$ cat config.mk
export PLATFORM = sky130hd
export DESIGN_NAME = lv_wdg_reg_scan
export DESIGN_NICKNAME = d
export VERILOG_FILES = /design/src/rtl/lv_pkg.sv /design/src/rtl/lv_crc8.sv /design/src/rtl/lv_wdg_reg_scan.sv
export SDC_FILE = /design/constraint.sdc
export NUM_CORES = 1
export LEC_CHECK = 0
export CORE_ASPECT_RATIO = 0.9
export CORE_MARGIN = 2
export CORE_UTILIZATION = 47
export DETAILED_ROUTE_END_ITERATION = 6
export DONT_BUFFER_PORTS = 1
export PLACE_DENSITY = 0.64
export SETUP_SLACK_MARGIN = 0.02
export SYNTH_ARGS = -nofsm -noshare
export SYNTH_HDL_FRONTEND = slang
export SYNTH_SLANG_ARGS = --single-unit
$ cat constraint.sdc
create_clock -name i_clk -period 2.3 [get_ports i_clk]
set_input_delay 0.23 -clock i_clk [delete_from_list [all_inputs] [get_ports i_clk]]
set_output_delay 0.23 -clock i_clk [all_outputs]
set_load 0.02 [all_outputs]
$ cat src/rtl/lv_pkg.sv
// Shared lv definitions: register-file geometry, CRC-8 constants and the
// watchdog register-scan FSM state encoding.
package lv_pkg;

    localparam int LV_REG_AW    = 7;
    localparam int LV_REG_DW    = 8;
    localparam int LV_REG_CRC_W = 8;

    localparam logic [7:0] LV_CRC8_POLY = 8'h07;
    localparam logic [7:0] LV_CRC8_INIT = 8'h00;

    typedef enum logic [1:0] {
        ST_IDLE  = 2'd0,
        ST_WAIT  = 2'd1,
        ST_REQ   = 2'd2,
        ST_CHECK = 2'd3
    } lv_wdg_scan_state_e;

endpackage

$ cat src/rtl/lv_crc8.sv
// Combinational CRC-8 (MSB-first, no reflection, no final XOR) over one
// register word; shared with the register file.
module lv_crc8
    import lv_pkg::*;
#(
    parameter int DATA_W = LV_REG_DW,
    parameter int CRC_W  = LV_REG_CRC_W
) (
    input  logic [DATA_W-1:0] data,
    output logic [CRC_W-1:0]  crc
);

    function automatic logic [CRC_W-1:0] crc8_calc(input logic [DATA_W-1:0] d);
        logic [CRC_W-1:0] c;
        c = CRC_W'(LV_CRC8_INIT);
        for (int i = DATA_W - 1; i >= 0; i--) begin
            if (c[CRC_W-1] ^ d[i])
                c = {c[CRC_W-2:0], 1'b0} ^ CRC_W'(LV_CRC8_POLY);
            else
                c = {c[CRC_W-2:0], 1'b0};
        end
        return c;
    endfunction

    assign crc = crc8_calc(data);

endmodule

$ cat src/rtl/lv_wdg_reg_scan.sv
// Watchdog register scanner: periodically reads a register address range
// through the arbiter and checks each word against its stored CRC-8.
module lv_wdg_reg_scan
    import lv_pkg::*;
#(
    parameter int                REG_AW          = LV_REG_AW,
    parameter int                REG_DW          = LV_REG_DW,
    parameter int                REG_CRC_W       = LV_REG_CRC_W,
    parameter logic [REG_AW-1:0] SCAN_START_ADDR = 7'h00,
    parameter logic [REG_AW-1:0] SCAN_END_ADDR   = 7'h1F,
    parameter int                SCAN_PERIOD     = 1000,
    parameter int                ACK_TIMEOUT     = 16
) (
    input  logic                 i_clk,
    input  logic                 i_rst_n,
    input  logic                 i_scan_en,
    input  logic                 i_spi_rst_wdg,
    output logic                 o_wdg_scan_reg_rd_req,
    output logic [REG_AW-1:0]    o_wdg_scan_reg_addr,
    input  logic                 i_reg_wdg_scan_ack,
    input  logic [REG_DW-1:0]    i_reg_wdg_scan_data,
    input  logic [REG_CRC_W-1:0] i_reg_wdg_scan_crc,
    output logic                 o_scan_crc_err,
    output logic [REG_AW-1:0]    o_scan_err_addr,
    output logic                 o_scan_timeout,
    output logic                 o_scan_done,
    output logic                 o_scan_busy,
    output logic [3:0]           o_crc_err_cnt
);

    localparam int PER_W = $clog2(SCAN_PERIOD);
    localparam int TMO_W = $clog2(ACK_TIMEOUT);
    localparam logic [PER_W-1:0] PER_LAST = PER_W'(SCAN_PERIOD - 1);
    localparam logic [TMO_W-1:0] TMO_LAST = TMO_W'(ACK_TIMEOUT - 1);

    lv_wdg_scan_state_e state, state_nxt;

    logic [PER_W-1:0]     per_cnt;
    logic [TMO_W-1:0]     tmo_cnt;
    logic [REG_AW-1:0]    addr;
    logic [REG_AW-1:0]    err_addr;
    logic [3:0]           err_cnt;
    logic                 req;
    logic                 crc_err;
    logic                 tmo_pulse;
    logic                 done;
    logic                 crc_skip;
    logic [REG_DW-1:0]    cap_data_p1;
    logic [REG_CRC_W-1:0] cap_crc_p1;
    logic [REG_CRC_W-1:0] crc_calc;
    logic                 ack_take;
    logic                 tmo_hit;
    logic                 crc_mismatch;
    logic                 last_addr;

    function automatic logic [3:0] sat_inc4(input logic [3:0] v);
        return (v == 4'hF) ? v : v + 4'd1;
    endfunction

    lv_crc8 #(
        .DATA_W (REG_DW),
        .CRC_W  (REG_CRC_W)
    ) u_crc8 (
        .data (cap_data_p1),
        .crc  (crc_calc)
    );

    assign ack_take     = (state == ST_REQ) && i_reg_wdg_scan_ack;
    assign tmo_hit      = (state == ST_REQ) && !i_reg_wdg_scan_ack && (tmo_cnt == TMO_LAST);
    assign crc_mismatch = !crc_skip && (crc_calc != cap_crc_p1);
    assign last_addr    = (addr == SCAN_END_ADDR);

    always_ff @(posedge i_clk or negedge i_rst_n) begin
        if (!i_rst_n)
            state <= ST_IDLE;
        else
            state <= state_nxt;
    end

    // A timeout also passes through CHECK (with the CRC compare skipped) so
    // req drops for one cycle before the next address is requested.
    always_comb begin
        state_nxt = state;
        case (state)
            ST_IDLE:  if (i_scan_en) state_nxt = ST_WAIT;
            ST_WAIT:  if (!i_spi_rst_wdg && per_cnt == PER_LAST) state_nxt = ST_REQ;
            ST_REQ:   if (ack_take || tmo_hit) state_nxt = ST_CHECK;
            ST_CHECK: state_nxt = last_addr ? ST_WAIT : ST_REQ;
            default:  state_nxt = ST_IDLE;
        endcase
        if (!i_scan_en)
            state_nxt = ST_IDLE;
    end

    always_comb begin
        o_scan_busy = (state == ST_REQ) || (state == ST_CHECK);
    end

    always_ff @(posedge i_clk or negedge i_rst_n) begin
        if (!i_rst_n) begin
            per_cnt   <= '0;
            tmo_cnt   <= '0;
            addr      <= SCAN_START_ADDR;
            err_addr  <= '0;
            err_cnt   <= '0;
            req       <= 1'b0;
            crc_err   <= 1'b0;
            tmo_pulse <= 1'b0;
            done      <= 1'b0;
            crc_skip  <= 1'b0;
        end else begin
            req       <= (state_nxt == ST_REQ);
            crc_err   <= 1'b0;
            tmo_pulse <= 1'b0;
            done      <= 1'b0;
            per_cnt   <= (state == ST_WAIT && !i_spi_rst_wdg) ? per_cnt + PER_W'(1) : '0;
            tmo_cnt   <= (state == ST_REQ) ? tmo_cnt + TMO_W'(1) : '0;
            if (!i_scan_en) begin
                addr     <= SCAN_START_ADDR;
                crc_skip <= 1'b0;
            end else begin
                case (state)
                    ST_WAIT: begin
                        if (state_nxt == ST_REQ)
                            addr <= SCAN_START_ADDR;
                    end
                    ST_REQ: begin
                        if (ack_take) begin
                            crc_skip <= 1'b0;
                        end else if (tmo_hit) begin
                            crc_skip  <= 1'b1;
                            tmo_pulse <= 1'b1;
                            err_addr  <= addr;
                        end
                    end
                    ST_CHECK: begin
                        if (crc_mismatch) begin
                            crc_err  <= 1'b1;
                            err_addr <= addr;
                            err_cnt  <= sat_inc4(err_cnt);
                        end
                        if (last_addr)
                            done <= 1'b1;
                        else
                            addr <= addr + REG_AW'(1);
                    end
                    default: ;
                endcase
            end
        end
    end

    // Capture stage: read word and stored CRC held for the CHECK cycle
    always_ff @(posedge i_clk) begin
        if (ack_take) begin
            cap_data_p1 <= i_reg_wdg_scan_data;
            cap_crc_p1  <= i_reg_wdg_scan_crc;
        end
    end

    assign o_wdg_scan_reg_rd_req = req;
    assign o_wdg_scan_reg_addr   = addr;
    assign o_scan_crc_err        = crc_err;
    assign o_scan_err_addr       = err_addr;
    assign o_scan_timeout        = tmo_pulse;
    assign o_scan_done           = done;
    assign o_crc_err_cnt         = err_cnt;

endmodule
==> reports/qor.txt <==
Share of layout cells above drive strength 1: 16.3%
Net Count, Synth: 233
Clk_lat worst skew: 0.31 ns
Slew Limit Fails: 0
GRT Overall Usage: 16.7%
Slew headroom: 75.8%
Pwr/cell area: 527 mW/mm2
Vias: 1656
Cell Area, Synth: 0.00258 mm2
Initial core utilization: 48.8%
Core Region: 0.00529 mm2
Critical Path RT: 2.50 ns
Iteration-0 DRC Markers: 87
RSZ-0062 raised after global routing: false
DRT Pass-1 Iters: 4
Fmax achieved: 461 MHz
Fraction of registers with async set/reset: 70.9%
Largest net degree at the start of global routing: 40
Grt ovf: 0
H-tree depth: 2
Max-Cap Viols: 0
Status: finished clean
Final Skew: 0.00992 ns
Leakage: 1.31 nW
Sequential share of the synthesized area: 56.5%
Crit Path Class: register to register
Syn-to-layout area delta: 17.4%
Die Ht: 74.3 um
Most common flop cell mapped by yosys: dfrtp_1
CTS Buf Count: 5
Final Power: 0.00160 W
N_diodes: 0
Commonest non-fill, non-tap cell in the layout: dfrtp_1
Die X: 82.1 um
Warnings, synthesis: 0
Routed len/inst: 16.4 um
Site Rows: 25
Setup violators final: 0
VDD IR max: 0.313 mV
Setup TNS: 0 ns
Setup ws final: 0.132 ns
Most frequent cells in the layout: 39 x dfrtp_1, 17 x dlygate4sd3_1, 16 x edfxtp_1
Hold Crit Class: input port to register
CTS tree: done
Post-synth EDFFs: 16
Clock Tree Buf Depth: 2
Synth Register Bits: 55
Post-synthesis average cell area: 12.4 um2
Dpl ws: 0.0899 ns
CP max FO: 7
CP endpoint kind: register
Final WL: 5010 um
Hold slack: 0.0595 ns
Clk Tree Root Cell: clkbuf_8
Vias in the first global route: 1571
Final period util: 94.3%
# nets final: 263
First-pass GRT wire length: 7600 um
Final min period: 2.17 ns
I/O Pins: 44
Fin util: 57.3%
CP startpoint kind: register
IO Port Bufs: 0
Via/cell ratio: 5.41
Worst slew pin tran: 0.363 ns
DRC Markers: 0
Hold violation total from the final report: 0
Initial antenna violation count: 0
Detail Route Antenna Nets: 0
Netlist cell types: 44
Full die area: 0.00610 mm2
Arrival @ worst endpoint: 2.37 ns
DP HPWL: 3590 um
CTS Sinks: 55
Reg clk slew, reported paths: 0.10 ns
GP Congestion: 0.868
Post-Syn Instances: 208
==> report_power, final <==
| part | switching, W | internal, W |
|---|---|---|
| registers | 0.00000155 | 0.00101 |
| logic | 0.0000261 | 0.0000287 |
| clock network | 0.000313 | 0.000219 |
| total | 0.000341 | 0.00126 |
==> Yosys cell counts (2+ instances only) <==
library cell,number,area (um2)
or2_2,2,12.5
ha_1,4,50.1
xor2_1,11,96.3
inv_1,6,22.5
a31oi_1,2,12.5
clkbuf_1,5,18.8
o31ai_1,2,15.0
a22oi_1,3,22.5
o21a_1,2,15.0
nand2_1,9,33.8
nor2_1,15,56.3
nand3_1,12,60.1
mux2i_1,4,40.0
o21ai_0,7,35.0
a21oi_1,5,25.0
nand4_1,3,18.8
edfxtp_1,16,480
and3_1,8,50.1
xnor2_1,13,114
a21boi_0,2,15.0
mux2_4,8,120
dfrtp_1,39,976
nor2b_1,6,37.5
and2_1,4,25.0
==> per-stage QoR <==
stage,std cells,instance area [um2]
after global placement,279,2720
after global routing,306,3030
final,306,3030
after detailed placement,279,2720
after CTS,289,2830
after floorplan,208,2580
==> registers in the layout, summed over array words and instances, names as in the netlist <==
register and cells:
o_crc_err_cnt 4, o_scan_crc_err 1, tmo_cnt 4, per_cnt 10
o_wdg_scan_reg_rd_req 1, o_scan_err_addr 7, o_scan_timeout 1, cap_crc_p1 8
state 2, o_scan_done 1, o_wdg_scan_reg_addr 7, cap_data_p1 8
crc_skip 1
==> area by class of cell <==
type	count	area, um2
clock inverter	2	16.3
sequential	55	1460
timing repair buffer	29	285
tap	67	83.8
multi-input combinational	140	1090
inverter	7	26.3
fill	432	2260
clock buffer	6	72.6
==> worst paths after layout <==
kind	from	end	slack [ns]	depth (start not counted)
max	cap_data_p1[2]	o_scan_err_addr[1]	0.13	7
min	i_scan_en	state[1]	0.06	1
max reg2reg	cap_data_p1[2]	o_scan_err_addr[1]	0.13	7
min reg2reg	per_cnt[0]	per_cnt[0]	0.46	1
max in group asynchronous	i_rst_n	per_cnt[4]	1.73	2
min in group asynchronous	i_rst_n	o_crc_err_cnt[0]	0.36	2
==> critical path: stages (launching register included) <==
cell and delay, ns:
edfxtp_1 0.42, xnor3_1 0.40, or2_0 0.23, mux2i_2 0.21, a41oi_4 0.14, buf_12 0.17
nor2_8 0.19, mux2_4 0.32
==> layer usage <==
| metal | up-vias | wire, um | track usage [%] |
|---|---|---|---|
| li1 | 790 | - | - |
| met1 | 821 | 2230 | 22.2 |
| met2 | 38 | 2470 | 26.6 |
| met3 | 7 | 257 | 4.37 |
| met4 | 0 | 48 | 6.30 |
| met5 | - | 0 | 0 |
==> cell families (layout without fill, tap and decap cells) <==
family                   count (synthesis)  in the layout  share of synthesized area (%)
AND/OR/NAND/NOR                         69             69                           15.0
XOR/XNOR                                25             25                           9.02
flip-flops                              55             55                           56.5
AO/OA/AOI/OAI                           27             27                           7.56
adder cells (fa/ha/maj)                  4              4                           1.94
buffers and inverters                   13             44                           1.94
multiplexers                            15             15                           8.05
==> what timing repair did <==
action	4_1_cts	5_1_grt
gates resized for setup	0	3
endpoints found under the hold margin	39	16
hold buffers	2	16
setup buffers	0	1
endpoints found under the setup margin	0	12
Power figures use the tool's default switching activity.
